### src/rtl/alu_cmd_loader_pkg.sv
// Shared definitions for the ALU command loader: FSM encoding and frame format.
package alu_cmd_loader_pkg;

    typedef enum logic [1:0] {
        ST_IDLE  = 2'd0,
        ST_HDR   = 2'd1,
        ST_OPA   = 2'd2,
        ST_ISSUE = 2'd3
    } state_e;

    localparam logic [3:0] HDR_MARK   = 4'hA;
    localparam logic [3:0] MAX_OPCODE = 4'hC;
    localparam int         FRAME_LEN  = 3;

    function automatic logic hdr_valid(input logic [7:0] b);
        return (b[7:4] == HDR_MARK) && (b[3:0] <= MAX_OPCODE);
    endfunction

endpackage

### src/rtl/alu_cmd_loader_if.sv
// Byte stream in, registered ALU command out, plus status.
interface alu_cmd_loader_if;
    logic [7:0] byte_in;
    logic       byte_valid;
    logic       byte_ready;
    logic [3:0] sel;
    logic [7:0] in1;
    logic [7:0] in2;
    logic       cmd_valid;
    logic       cmd_ready;
    logic       frame_err;
    logic [7:0] cmd_count;

    modport slave (
        input  byte_in, byte_valid, cmd_ready,
        output byte_ready, sel, in1, in2, cmd_valid, frame_err, cmd_count
    );

    modport master (
        output byte_in, byte_valid, cmd_ready,
        input  byte_ready, sel, in1, in2, cmd_valid, frame_err, cmd_count
    );
endinterface

### src/rtl/alu_cmd_timeout.sv
// Inter-byte idle counter; expired fires in the cycle the count would reach the limit.
module alu_cmd_timeout #(
    parameter int TIMEOUT_CYCLES = 255
) (
    input  logic clk,
    input  logic rst_n,
    input  logic clear,
    input  logic enable,
    output logic expired
);

    localparam logic [7:0] LAST = 8'(TIMEOUT_CYCLES - 1);

    logic [7:0] cnt_q, cnt_d;

    // clear has priority so an accepted byte always beats the timeout
    assign expired = enable && !clear && (cnt_q == LAST);

    always_comb begin
        cnt_d = cnt_q;
        if (clear || expired) cnt_d = 8'd0;
        else if (enable)      cnt_d = cnt_q + 8'd1;
    end

    always_ff @(posedge clk or negedge rst_n) begin
        if (!rst_n) cnt_q <= 8'd0;
        else        cnt_q <= cnt_d;
    end

endmodule

### src/rtl/alu_cmd_loader.sv
// Assembles 3-byte frames (header, A, B) into a registered ALU command with
// header validation and inter-byte timeout.
module alu_cmd_loader
    import alu_cmd_loader_pkg::*;
#(
    parameter int TIMEOUT_CYCLES = 255
) (
    input logic           clk,
    input logic           rst_n,
    alu_cmd_loader_if.slave bus
);

    state_e     state_q, state_d;
    logic [3:0] sel_q, sel_d;
    logic [7:0] in1_q, in1_d;
    logic [7:0] in2_q, in2_d;
    logic       cmd_valid_q, cmd_valid_d;
    logic       frame_err_q, frame_err_d;
    logic [7:0] cmd_count_q, cmd_count_d;

    logic byte_ready;
    logic accept;
    logic in_frame;
    logic expired;

    assign byte_ready = (state_q != ST_ISSUE);
    assign accept     = bus.byte_valid && byte_ready;
    assign in_frame   = (state_q == ST_HDR) || (state_q == ST_OPA);

    alu_cmd_timeout #(.TIMEOUT_CYCLES(TIMEOUT_CYCLES)) u_timeout (
        .clk     (clk),
        .rst_n   (rst_n),
        .clear   (accept),
        .enable  (in_frame && !accept),
        .expired (expired)
    );

    always_comb begin
        state_d     = state_q;
        sel_d       = sel_q;
        in1_d       = in1_q;
        in2_d       = in2_q;
        cmd_valid_d = cmd_valid_q;
        frame_err_d = 1'b0;
        cmd_count_d = cmd_count_q;
        unique case (state_q)
            ST_IDLE: begin
                if (accept) begin
                    if (hdr_valid(bus.byte_in)) begin
                        sel_d   = bus.byte_in[3:0];
                        state_d = ST_HDR;
                    end else begin
                        frame_err_d = 1'b1;
                    end
                end
            end
            ST_HDR: begin
                if (accept) begin
                    in1_d   = bus.byte_in;
                    state_d = ST_OPA;
                end else if (expired) begin
                    frame_err_d = 1'b1;
                    state_d     = ST_IDLE;
                end
            end
            ST_OPA: begin
                if (accept) begin
                    in2_d       = bus.byte_in;
                    cmd_valid_d = 1'b1;
                    state_d     = ST_ISSUE;
                end else if (expired) begin
                    frame_err_d = 1'b1;
                    state_d     = ST_IDLE;
                end
            end
            ST_ISSUE: begin
                // command is held until the ALU stage takes it
                if (bus.cmd_ready) begin
                    cmd_valid_d = 1'b0;
                    cmd_count_d = cmd_count_q + 8'd1;
                    state_d     = ST_IDLE;
                end
            end
            default: state_d = ST_IDLE;
        endcase
    end

    always_ff @(posedge clk or negedge rst_n) begin
        if (!rst_n) begin
            state_q     <= ST_IDLE;
            sel_q       <= 4'd0;
            in1_q       <= 8'd0;
            in2_q       <= 8'd0;
            cmd_valid_q <= 1'b0;
            frame_err_q <= 1'b0;
            cmd_count_q <= 8'd0;
        end else begin
            state_q     <= state_d;
            sel_q       <= sel_d;
            in1_q       <= in1_d;
            in2_q       <= in2_d;
            cmd_valid_q <= cmd_valid_d;
            frame_err_q <= frame_err_d;
            cmd_count_q <= cmd_count_d;
        end
    end

    assign bus.byte_ready = byte_ready;
    assign bus.sel        = sel_q;
    assign bus.in1        = in1_q;
    assign bus.in2        = in2_q;
    assign bus.cmd_valid  = cmd_valid_q;
    assign bus.frame_err  = frame_err_q;
    assign bus.cmd_count  = cmd_count_q;

endmodule
### src/flat_wrapper.sv
// flat-port wrapper written by rule: the top's interface ports become plain ports
module alu_cmd_loader_flat import alu_cmd_loader_pkg::*;
#(
    parameter int TIMEOUT_CYCLES = 255
)
  (clk, rst_n, bus_byte_in, bus_byte_valid, bus_cmd_ready, bus_byte_ready, bus_sel, bus_in1, bus_in2, bus_cmd_valid, bus_frame_err, bus_cmd_count);
  alu_cmd_loader_if bus_i ();
  input logic clk;
  input logic rst_n;
  input wire logic [$bits(bus_i.byte_in)-1:0] bus_byte_in;
  input wire logic [$bits(bus_i.byte_valid)-1:0] bus_byte_valid;
  input wire logic [$bits(bus_i.cmd_ready)-1:0] bus_cmd_ready;
  output wire logic [$bits(bus_i.byte_ready)-1:0] bus_byte_ready;
  output wire logic [$bits(bus_i.sel)-1:0] bus_sel;
  output wire logic [$bits(bus_i.in1)-1:0] bus_in1;
  output wire logic [$bits(bus_i.in2)-1:0] bus_in2;
  output wire logic [$bits(bus_i.cmd_valid)-1:0] bus_cmd_valid;
  output wire logic [$bits(bus_i.frame_err)-1:0] bus_frame_err;
  output wire logic [$bits(bus_i.cmd_count)-1:0] bus_cmd_count;
  assign bus_i.byte_in = bus_byte_in;
  assign bus_i.byte_valid = bus_byte_valid;
  assign bus_i.cmd_ready = bus_cmd_ready;
  assign bus_byte_ready = bus_i.byte_ready;
  assign bus_sel = bus_i.sel;
  assign bus_in1 = bus_i.in1;
  assign bus_in2 = bus_i.in2;
  assign bus_cmd_valid = bus_i.cmd_valid;
  assign bus_frame_err = bus_i.frame_err;
  assign bus_cmd_count = bus_i.cmd_count;
  alu_cmd_loader #(.TIMEOUT_CYCLES(TIMEOUT_CYCLES)) u_core (.clk(clk), .rst_n(rst_n), .bus(bus_i));
endmodule
### config.mk
export PLATFORM = sky130hd
export DESIGN_NAME = alu_cmd_loader_flat
export DESIGN_NICKNAME = d
export VERILOG_FILES = /design/src/rtl/alu_cmd_loader_pkg.sv /design/src/rtl/alu_cmd_loader_if.sv /design/src/rtl/alu_cmd_timeout.sv /design/src/rtl/alu_cmd_loader.sv /design/src/flat_wrapper.sv
export SDC_FILE = /design/constraint.sdc
export NUM_CORES = 1
export LEC_CHECK = 0
export ABC_AREA = 1
export CORE_UTILIZATION = 35
export DETAILED_ROUTE_END_ITERATION = 8
export DONT_BUFFER_PORTS = 1
export GPL_ROUTABILITY_DRIVEN = 0
export PLACE_DENSITY = 0.5
export SLEW_MARGIN = 15
export SYNTH_ARGS = -nofsm -noshare
export SYNTH_HDL_FRONTEND = slang
export SYNTH_SLANG_ARGS = --single-unit
### constraint.sdc
create_clock -name clk -period 2.7 [get_ports clk]
set_input_delay 0.54 -clock clk [delete_from_list [all_inputs] [get_ports clk]]
set_output_delay 0.54 -clock clk [all_outputs]
set_load 0.03 [all_outputs]
* Word-level counts from Yosys, hierarchy flattened
Cells that the tools add are included.
** Storage, ports and cells
- Register bits :: 40
- Input port bits :: 12
- Output and inout bits :: 31
- Logic and storage cells :: 56
** Cells by class
- Add/subtract/negate cells :: 2
- Magnitude comparators :: 1
- Equality and inequality tests :: 10
- Muxes and demuxes :: 17
- Reductions and logical operators :: 18
** Operators by type and width (count)
- 8-bit by 1-bit adder with 8-bit output (second input constant) :: 2
- 8-bit two-way mux :: 2
- 2-bit two-way mux :: 6
- 3-bit AND reduction :: 3
- 8-bit equality test (second input constant) :: 1
- 2-bit inequality test (second input constant) :: 4
- 2-bit one-hot mux with 4 select lines :: 1
- 1-bit two-way mux :: 6
- 2-bit AND reduction :: 3
- 1-bit logical AND :: 5
- 2-bit equality test (second input constant) :: 2
- 4-bit equality test (second input constant) :: 1
- 4-bit less-or-equal comparator (second input constant) :: 1
- 1-bit one-hot mux with 2 select lines :: 2
- 2-bit nonzero test :: 2
- 2-bit by 1-bit equality test with 1-bit output (second input constant) :: 1
- 2-bit logical NOT :: 1
- 1-bit logical OR :: 2
- 2-bit by 1-bit inequality test with 1-bit output (second input constant) :: 1
- 2-bit OR reduction :: 1
- 1-bit logical NOT :: 1

* Logic depth before layout (Yosys ltp)
Gate-level depths: netlist (run 1).
- Depth in word-level cells :: 9
- Gate-level depth with buffers :: 10
- Mapped depth without buffers :: 9

* By module
A second synthesis (run 1) with hierarchy kept.
** Unflattened totals
- Cells, all modules :: 242
- Area total of the unflattened synthesis :: 2189.6 µm²
** By module, submodules not included
- alu_cmd_loader :: times used 1, cells an instance 173, area an instance 1672.9 µm², seq. area each 800.8 µm²
- alu_cmd_timeout :: times used 1, cells an instance 69, area an instance 516.7 µm², seq. area each 200.2 µm²

* Worst setup path before layout (run 1)
No wires, ideal clock.
- Kind :: reg-to-reg
- Start point :: register u_core.state_q[0]
- End point :: register u_core.in1_q[6], in the netlist u_core.bus.in1[6]
- Library setup time :: 0.118 ns
- Arrival :: 1.410 ns
- Required time :: 2.582 ns
- Slack :: 1.172 ns
- Stages on the path, launching flop included :: 10
- Buffers on the path :: 2
- Period minus slack after synthesis :: 1.528 ns
- Cell sequence :: dfrtp_1 ha_1 inv_2 nand2_4 buf_12 inv_4 nand2_4 buf_6 nand2_2 o21ai_2
** Between the ends
- Cells in the longest elaborated chain, start to end :: 3
- Elaborated cells between the ends (all ways) :: 4
- Those cells by class :: eq/ne: 2; reduce/logical: 2
** Ends and longest elaborated chain
- start, declared :: RTL line alu_cmd_loader.sv:13 : state_e state_q, state_d;
- start signal, assigned :: RTL line alu_cmd_loader.sv:98 : state_q <= state_d;
- 2-bit inequality test :: RTL line alu_cmd_loader.sv:26 : assign byte_ready = (state_q != ST_ISSUE);
- net bus_byte_ready :: RTL line flat_wrapper.sv:13 : output wire logic [$bits(bus_i.byte_ready)-1:0] bus_byte_ready;
- 1-bit logical AND :: RTL line alu_cmd_loader.sv:27 : assign accept = bus.byte_valid && byte_ready;
- 2-bit AND reduction (no line)
- end signal, assigned :: RTL line alu_cmd_loader.sv:100 : in1_q <= in1_d;
- end, declared :: RTL line alu_cmd_loader.sv:15 : logic [7:0] in1_q, in1_d;
The timed path passes the listed nets, and every way through them passes these cells.
A chain may end at the register's enable or synchronous reset.

* Worst setup path after layout (run 1)
- Start point :: register u_core.state_q[1]
- End point :: output port bus_byte_ready
** Between the ends
- Cells in the longest elaborated chain, start to end :: 1
** Ends and longest elaborated chain (RTL line)
- 2-bit inequality test :: alu_cmd_loader.sv:26
- end, declared :: flat_wrapper.sv:13
Every way passes these cells.

==> results.toml, run 1 <==
[hold_path]
hp-class = "in -> async"

[critical_path]
r2r-end = "u_core.bus.in2[2]$_DFFE_PN0P_"
worstPathMaxFanout = 5
crit_slowest_cell = "dfrtp_1"
rr_worst_depth = 7
worstPathCellList = "ha_1 > inv_2"
path_class = "reg -> out"
crit_path_end_kind = "output port"
cpPeakStageDelay_ns = 0.43
r2r_start = "u_core.state_q[1]$_DFFE_PN0P_"
cp.required_ns = 2.16
cp-start-kind = "flip-flop"
worstPathArrival_ns = 1.15
r2r_slack_ns = 1.06

[clock_network]
clk_latency_ns = 0.29
h-tree-depth = 2
root_buffer = "clkbuf_8"
cts_tree = "built"
clk_pin_slew_ns = 0.08
cts_sinks = 40
cts_setup_buffers = 0
cts_buffers = 5
clockBufferDepth = 2
cts_resized = 0
ctsHoldBuffers = 1

[drt]
wl_per_cell_um = 12.3
routed-wl-met3_um = 240
viasPerCell = 4.59
route.met2.wl_um = 1690
firstDrtPassIters = 4
routed_wirelength_um = 3690
vias = 1377
route.top_layer_used = "met4"
met1_length_um = 1690
drc = 0
antenna_left = 0
dr.first_iter.drc_count = 62

[floorplan]
dieArea_mm2 = 0.00613
row_count = 27
die_y_um = 78.3
core_area_mm2 = 0.00557
die_w_um = 78.3
start_util_pct = 36.6
ios = 43

[timing]
setup_tns_ns = 0
rsz0062_at_grt = "no"
fmax_mhz = 591
finalHoldViolCount = 0
slew_headroom_pct = 72.2
worstMarginPinSlew_ns = 0.417
min_period_over_period_pct = 62.6
holdWs_ns = 0.0757
clock_skew_ns = 0.00269
final_max_slew_viol_count = 0
finalSetupViolCount = 0
post-route-min-period_ns = 1.69

[synth]
synth_top_area_share_pct = 49.1
yosysTopAreaCell = "dfrtp_1"
synth_warnings = 0
synth_common_cells = "nand2_1 (64), dfrtp_1 (40), inv_1 (25)"
avgSynthCellArea_um2 = 9.18
yosysMostFrequentCell = "nand2_1"
async_flop_share_pct = 100
syn-num-nets = 242
synth-seq-cells = 40
synth_edf_count = 0
syn_inst = 222
synth.area.top_cells = "dfrtp_1 (49%), nand2_1 (12%), ha_1 (4.9%), inv_1 (4.6%), o21ai_1 (3.7%)"
syn_area_mm2 = 0.00204
synth.distinct_cells = 33
yosysSeqAreaShare_pct = 49.1
synthFlopType = "dfrtp_1"

[power_and_ir_drop]
p_leak_uw = 0.00108
power_density_mw_per_mm2 = 1060
irDropWorstVdd_mv = 0.334
total_power_uw = 2360

[job]
cap_violations = 0

[status]
status = "finished clean"

[finish]
syn2layout_area_growth_pct = 8.90
fillCellCount = 568
num_antenna_cells = 0
nets = 247
post_route_cells_drive_above_1_share_pct = 18.0
utilization_pct = 39.8

[global_routing]
grt_pass1_vias = 1317
grt_usage_pct = 13.4
grt_max_degree = 41
grt_pass1_wl_um = 6350
grt-ovfl-total = 0
antenna_found_initial = 0

[placement]
hpwlAfterDp_um = 2700
port_buffers = 0
## critical path, delay by kind of cell, from the launching register on
kind	cells	cell delay (ns)
DFF	1	0.43
adders and majority gates	1	0.25
buffers and inverters	1	0.19
## per-stage QoR
stage / setup slack (ns) / cell area, um^2 / std cells
floorplan: 1.17 / 2040 / 222
detailed placement: 1.07 / 2090 / 291
finish: 1.01 / 2220 / 300
global placement: 1.11 / 2090 / 291
global route: 0.933 / 2220 / 300
CTS: 0.992 / 2220 / 300
## worst max path at each step
stage	end	slack [ns]	start
floorplan	u_core.bus.in1[6]$_DFFE_PN0P_	1.17	u_core.state_q[0]$_DFFE_PN0P_
global placement	u_core.bus.in2[6]$_DFFE_PN0P_	1.11	u_core.state_q[0]$_DFFE_PN0P_
detailed placement	u_core.bus.in2[5]$_DFFE_PN0P_	1.07	u_core.state_q[1]$_DFFE_PN0P_
CTS	bus_byte_ready	0.99	u_core.state_q[1]$_DFFE_PN0P_
global route	bus_byte_ready	0.93	u_core.state_q[1]$_DFFE_PN0P_
finish	bus_byte_ready	1.01	u_core.state_q[1]$_DFFE_PN0P_
## cell families after synthesis
group / synth area share (%)
AO/OA/AOI/OAI: 10.1
XOR/XNOR: 3.01
adder cells (fa/ha/maj): 4.91
buffers and inverters: 7.73
flip-flops: 49.1
AND/OR/NAND/NOR: 25.2
## report_power, final
group	switching, uW	total [uW]	internal, uW
registers	512	1310	794
clock network	204	478	274
logic	354	574	220
## routing by layer
layer  up-vias  global-route usage [%]
li1        709                       -
met1       618                    16.4
met2        43                    21.0
met3         7                    5.47
met4         0                    5.37
met5         -                       0
## registers in the layout, indices dropped and copies added (netlist names)
name	count
u_core.bus.sel	4
u_core.bus.in1	8
u_core.bus.cmd_valid	1
u_core.u_timeout.cnt_q	8
u_core.bus.in2	8
u_core.bus.frame_err	1
u_core.bus.cmd_count	8
u_core.state_q	2
## cells in the final DEF, fill, tap and decap left out, drive strengths merged
cell type   n
o211ai      1
ha          8
bufinv      1
nand4       3
inv        31
nand3b      1
clkinv      1
xor2        6
o21ai      23
buf         1
dfrtp      40
xnor2       1
clkbuf      6
nor3        2
nand3      10
nor2       16
nand2      71
o21bai      1
a21oi       3
a2bb2oi     1
o22ai       1
## final cells by class
| cell class | instances | area, um^2 | area share [%] |
|---|---|---|---|
| inverter | 31 | 121 | 5.47 |
| sequential | 40 | 1000 | 45.1 |
| multi-input combinational | 148 | 880 | 39.6 |
| clock inverter | 2 | 35.0 | 1.58 |
| tap | 72 | 90.1 | 4.06 |
| timing repair buffer | 1 | 20.0 | 0.902 |
| clock buffer | 6 | 72.6 | 3.27 |
No activity file was read; power rests on OpenSTA's default activity.
==> run 2: changes to the inputs <==
- PLACE_DENSITY: 0.5 -> 0.52
- clock period: 2.7 -> 1.4 ns (I/O delays scaled with it)
==> results.toml, run 2 (same netlist as run 1, synthesis figures left out) <==
[status]
status = "finished with violations"
violations = "negative setup slack"

[placement]
port_buffers = 0
hpwlAfterDp_um = 2760
dp_cells = 310

[power_and_ir_drop]
switching_share_pct = 44.7
internal_power_uw = 2800
p_leak_uw = 0.00126
power_density_mw_per_mm2 = 1940
combPwrFrac_pct = 32.9
p_clk_share_pct = 18.5
irDropWorstVdd_mv = 0.733
seqPwrFrac_pct = 48.5
p_switching_uw = 2260
total_power_uw = 5060

[drt]
vias = 1494
routed_wirelength_um = 4250
viasPerCell = 4.54
dr.first_iter.drc_count = 84
drc = 0
firstDrtPassIters = 4
antenna_left = 0
wl_per_cell_um = 12.9

[floorplan]
start_util_pct = 36.6
row_count = 27
die_y_um = 78.3
ios = 43
core_area_mm2 = 0.00557
die_w_um = 78.3
dieArea_mm2 = 0.00613

[timing]
final_max_slew_viol_count = 0
finalSetupViolCount = 2
finalHoldViolCount = 0
slew_headroom_pct = 72.2
post-route-min-period_ns = 1.42
rsz0062_at_grt = "yes"
min_period_over_period_pct = 101
worstMarginPinSlew_ns = 0.417
setup_ws_ns = -0.0179
clock_skew_ns = 0.00850
fmax_mhz = 705

[clock_network]
root_buffer = "clkbuf_8"
cts_buffers = 5
cts_sinks = 40
clk_latency_ns = 0.29
clockBufferDepth = 2
cts_tree = "built"
clk_pin_slew_ns = 0.08
h-tree-depth = 2

[critical_path]
worstPathMaxFanout = 6
path_common_cell = "nand2_1"
cp.required_ns = 1.57
crit_slowest_cell = "dfrtp_2"
cp-start-kind = "flip-flop"
crit_path_end_kind = "flip-flop"
cpPeakStageDelay_ns = 0.42
worstPathCellList = "inv_2 > ha_4 > nand2_4 > nor2_4 > nand3_4 > nand2_1 > nand3_1 > nand2_1 > nand2_1"
path_class = "reg -> reg"
worstPathArrival_ns = 1.58

[global_routing]
grt_max_degree = 41
grt_usage_pct = 14.1
grt_pass1_vias = 1372
antenna_found_initial = 0
grt_pass1_wl_um = 6580
grt-ovfl-total = 0

[finish]
stdcell_count = 329
layout_common_cells = "nand2_1 (59), dfrtp_1 (38), buf_4 (22), inv_1 (21), o21ai_1 (14)"
nets = 276
utilization_pct = 46.9
final_common_cell = "nand2_1"
post_route_cells_drive_above_1_share_pct = 34.6
num_antenna_cells = 0
syn2layout_area_growth_pct = 28.3

[job]
cap_violations = 0

[hold_path]
hp-class = "in -> reg"
==> run 2: cell count changes in the layout (fill, tap and decap cells not counted), moves of 3 or more <==
cell and change:
nor2_4 +4, nand2_4 +3, nand2_1 -5, ha_4 +3
inv_1 -4, buf_4 +22, ha_1 -5
==> run 2: metrics by stage <==
stage / hold WS, ns / setup slack (ns) / instance area (um^2) / TNS [ns]
4_1_cts: 0.126 / -0.0537 / 2460 / -0.357
2_1_floorplan: -0.0156 / -0.0215 / 2050 / -0.0424
3_3_place_gp: -0.0149 / -0.0754 / 2240 / -0.765
3_5_place_dp: -0.0148 / -0.0686 / 2240 / -0.888
5_1_grt: 0.130 / -0.101 / 2620 / -1.16
6_report: 0.133 / -0.0179 / 2620 / -0.0211
==> run 2: per-layer routing <==
metal | GRT usage [%] | wire length (um) | up-vias
met5 | 0 | 0 | -
met4 | 5.37 | 27 | 0
met3 | 4.88 | 214 | 2
met2 | 22.5 | 2030 | 30
met1 | 17.5 | 1980 | 696
li1 | - | - | 766
==> run 2: path summary, 6_finish.rpt <==
| path | from | end | slack [ns] | depth (start not counted) |
|---|---|---|---|---|
| setup / recovery | u_core.state_q[1]$_DFFE_PN0P_ | u_core.state_q[0]$_DFFE_PN0P_ | -0.02 | 9 |
| min in group asynchronous | rst_n | u_core.bus.in1[7]$_DFFE_PN0P_ | 0.45 | 2 |
| hold / removal | bus_byte_in[4] | u_core.bus.in1[4]$_DFFE_PN0P_ | 0.13 | 2 |
| hold reg to reg | u_core.bus.cmd_count[3]$_DFFE_PN0P_ | u_core.bus.cmd_count[3]$_DFFE_PN0P_ | 0.55 | 1 |
| max in group asynchronous | rst_n | u_core.state_q[0]$_DFFE_PN0P_ | 0.74 | 2 |
| setup reg to reg | u_core.state_q[1]$_DFFE_PN0P_ | u_core.state_q[0]$_DFFE_PN0P_ | -0.02 | 9 |
==> run 2: layout make-up <==
class,count,area [um^2]
clock inverter,2,35.0
timing repair inverter,1,6.26
timing repair buffer,28,258
sequential,40,1000
fill,534,2960
tap,72,90.1
clock buffer,6,72.6
inverter,31,139
multi-input combinational,149,1010
==> run 2: worst max-delay path: cells and delay by family, from the launching register on <==
kind	cells	cell delay (ns)
flops	1	0.42
buf+inv	1	0.06
fa+ha+maj	1	0.29
simple gates	7	0.54
==> run 2: repair_timing <==
item | in CTS | in global routing
endpoints found under the hold margin | 40 | 0
cloned | 1 | 1
resized for setup | 12 | 26
pin swaps | 3 | 14
setup buffers | 3 | 5
endpoints found under the setup margin | 23 | 37
hold buffers | 2 | 0
==> run 2: power by group through the flow <==
stage | Combinational (uW) | Clock [uW] | Sequential (uW)
after floorplan | 990 | 0 | 2460
after global placement | 1350 | 0 | 2470
after detailed placement | 1340 | 0 | 2470
after CTS | 1490 | 970 | 2460
after global routing | 1850 | 1020 | 2510
final | 1670 | 938 | 2460
==> run 3: changes to the inputs <==
- ABC_AREA: 1 -> 0
- HOLD_SLACK_MARGIN: default -> 0.05
==> results.toml, run 3 <==
[synth]
synth-seq-cells = 40
synth.distinct_cells = 33
yosysSeqAreaShare_pct = 53.9
syn-num-nets = 172
yosysMostFrequentCell = "dfrtp_1"
syn_area_mm2 = 0.00186
syn_inst = 152
synth_common_cells = "dfrtp_1 (40), mux2_2 (21), nand2_1 (11)"
synth_top_family_by_area = "simple AND/OR/NAND/NOR gates"
synth_top_area_share_pct = 53.9
avgSynthCellArea_um2 = 12.2
synth.area.top_cells = "dfrtp_1 (54%), mux2_2 (13%), ha_1 (5.4%), xnor2_1 (3.3%), nand2_1 (2.2%)"
synth_edf_count = 0
synth.mux.area_fraction_pct = 12.7
async_flop_share_pct = 100
synthFlopType = "dfrtp_1"
synthSimpleGateAreaFrac_pct = 13.1
yosysTopAreaCell = "dfrtp_1"
yosys.area_share.adder_pct = 5.39
synth_compound_area_share_pct = 7.89
synthXorXnorAreaFrac_pct = 5.19
synth_warnings = 0

[timing]
fmax_mhz = 654
rsz0062_at_grt = "yes"
final_max_slew_viol_count = 0
finalHoldViolCount = 0
finalSetupViolCount = 35
post-route-min-period_ns = 1.53
setup_ws_ns = -0.129
clock_skew_ns = 0.00446
holdWs_ns = 0.134
min_period_over_period_pct = 109
setup_tns_ns = -3.16
worstMarginPinSlew_ns = 0.464
slew_headroom_pct = 69.0

[drt]
route.top_layer_used = "met4"
vias = 1269
viasPerCell = 4.98
firstDrtPassIters = 4
route.met2.wl_um = 2150
routed_wirelength_um = 3990
met1_length_um = 1630
dr.first_iter.drc_count = 42
wl_per_cell_um = 15.6
drc = 0
routed-wl-met3_um = 156
antenna_left = 0

[critical_path]
cp.required_ns = 1.57
path_class = "reg -> reg"
crit_path_end_kind = "flip-flop"
r2r_slack_ns = -0.13
worstPathCellList = "ha_4 > nand2b_4 > buf_4 > nor3_2 > nand2_2 > mux2_2"
worstPathMaxFanout = 5
crit_slowest_cell = "dfrtp_2"
cp-start-kind = "flip-flop"
cpPeakStageDelay_ns = 0.44
path_delay_family = "flip-flops"
worstPathArrival_ns = 1.70
cp_num_buf_inv = 1

[finish]
num_antenna_cells = 0
layout_common_cells = "dfrtp_1 (38), buf_4 (21), mux2_2 (13), nor2_1 (8), mux2_4 (8)"
register_area_mm2 = 0.00100
multi_input_area_mm2 = 0.00102
nets = 204
stdcell_area_mm2 = 0.00246
post_route_cells_drive_above_1_share_pct = 49.2
syn2layout_area_growth_pct = 32.7
fillCellCount = 475
utilization_pct = 48.2
final_common_cell = "dfrtp_1"

[global_routing]
antenna_found_initial = 0
grt_pass1_vias = 1301
grt_pass1_wl_um = 5910
grt_max_degree = 41
grt-ovfl-total = 0
grt_usage_pct = 14.5

[floorplan]
die_w_um = 74.8
die_y_um = 74.8
core_area_mm2 = 0.00511
ios = 43
row_count = 26
start_util_pct = 36.3
dieArea_mm2 = 0.00560

[clock_network]
cts_sinks = 40
h-tree-depth = 2
cts_buffers = 5
root_buffer = "clkbuf_8"
clk_latency_ns = 0.29
cts_tree = "built"
clk_pin_slew_ns = 0.08
clockBufferDepth = 2

[placement]
port_buffers = 0
hpwlAfterDp_um = 2770
dpl_cell_area_mm2 = 0.00211

[power_and_ir_drop]
power_density_mw_per_mm2 = 1970
p_leak_uw = 0.00110
irDropWorstVdd_mv = 0.737
total_power_uw = 4850

[status]
status = "finished with violations"
violations = "negative setup slack"

[hold_path]
hp-class = "in -> reg"

[job]
cap_violations = 0
run 3: changes by cell type after synthesis, moves of 7 or more:
cell | previous run | this run
mux2_2 | 0 | 21
o21ai_1 | 15 | 0
inv_1 | 25 | 4
o21ai_2 | 8 | 0
a21oi_1 | 1 | 8
nand2_1 | 64 | 11
run 3: power by group:
| part | total, uW | internal [uW] | switching (uW) |
|---|---|---|---|
| Sequential | 2480 | 1540 | 943 |
| Combinational | 1630 | 881 | 745 |
| Clock | 741 | 347 | 394 |
run 3: cell families (layout without fill, tap and decap cells):
group                    Yosys count  in the layout
AND/OR/NAND/NOR                   43             43
flip-flops                        40             40
AO/OA/AOI/OAI                     22             22
multiplexers                      21             21
XOR/XNOR                          11             11
adder cells (fa/ha/maj)            8              8
buffers and inverters              7             40
run 3: metrics by stage:
stage	instances	worst slack, ns
2_1_floorplan	152	-0.147
3_3_place_gp	239	-0.131
3_5_place_dp	239	-0.199
4_1_cts	251	-0.145
5_1_grt	255	-0.207
6_report	255	-0.129
run 3: routing by layer:
metal | up-vias | GRT usage [%]
met5 | - | 0
li1 | 597 | -
met4 | 0 | 7.13
met2 | 29 | 24.6
met3 | 6 | 4.28
met1 | 637 | 16.6
run 3: what timing repair did:
item / CTS / global route
resized for setup: 19 / 27
hold buffers: 2 / 0
endpoints found under the hold margin: 40 / 0
setup buffers: 2 / 5
setup endpoints to repair: 32 / 36
pin swaps: 14 / 13
run 3: path summary, 6_finish.rpt:
kind                                                            start                                     to  depth (start not counted)
worst max-delay path                    u_core.state_q[1]$_DFFE_PN0P_          u_core.bus.sel[3]$_DFFE_PN0P_                          6
worst min-delay path                                   bus_byte_in[4]          u_core.bus.in1[4]$_DFFE_PN0P_                          1
worst max register to register          u_core.state_q[1]$_DFFE_PN0P_          u_core.bus.sel[3]$_DFFE_PN0P_                          6
worst min register to register  u_core.u_timeout.cnt_q[0]$_DFFE_PN0P_  u_core.u_timeout.cnt_q[0]$_DFFE_PN0P_                          1
max in group asynchronous                                       rst_n          u_core.state_q[0]$_DFFE_PN0P_                          2
min in group asynchronous                                       rst_n          u_core.bus.in1[0]$_DFFE_PN0P_                          2
run 3: area by class of cell:
cell class / count / area share, %
clock buffers: 5 / 2.79
inverters: 4 / 0.762
repair buffers: 28 / 9.91
clock inverters: 3 / 0.762
multi-input cells: 105 / 41.5
flip-flops and latches: 40 / 40.8
well taps: 70 / 3.56
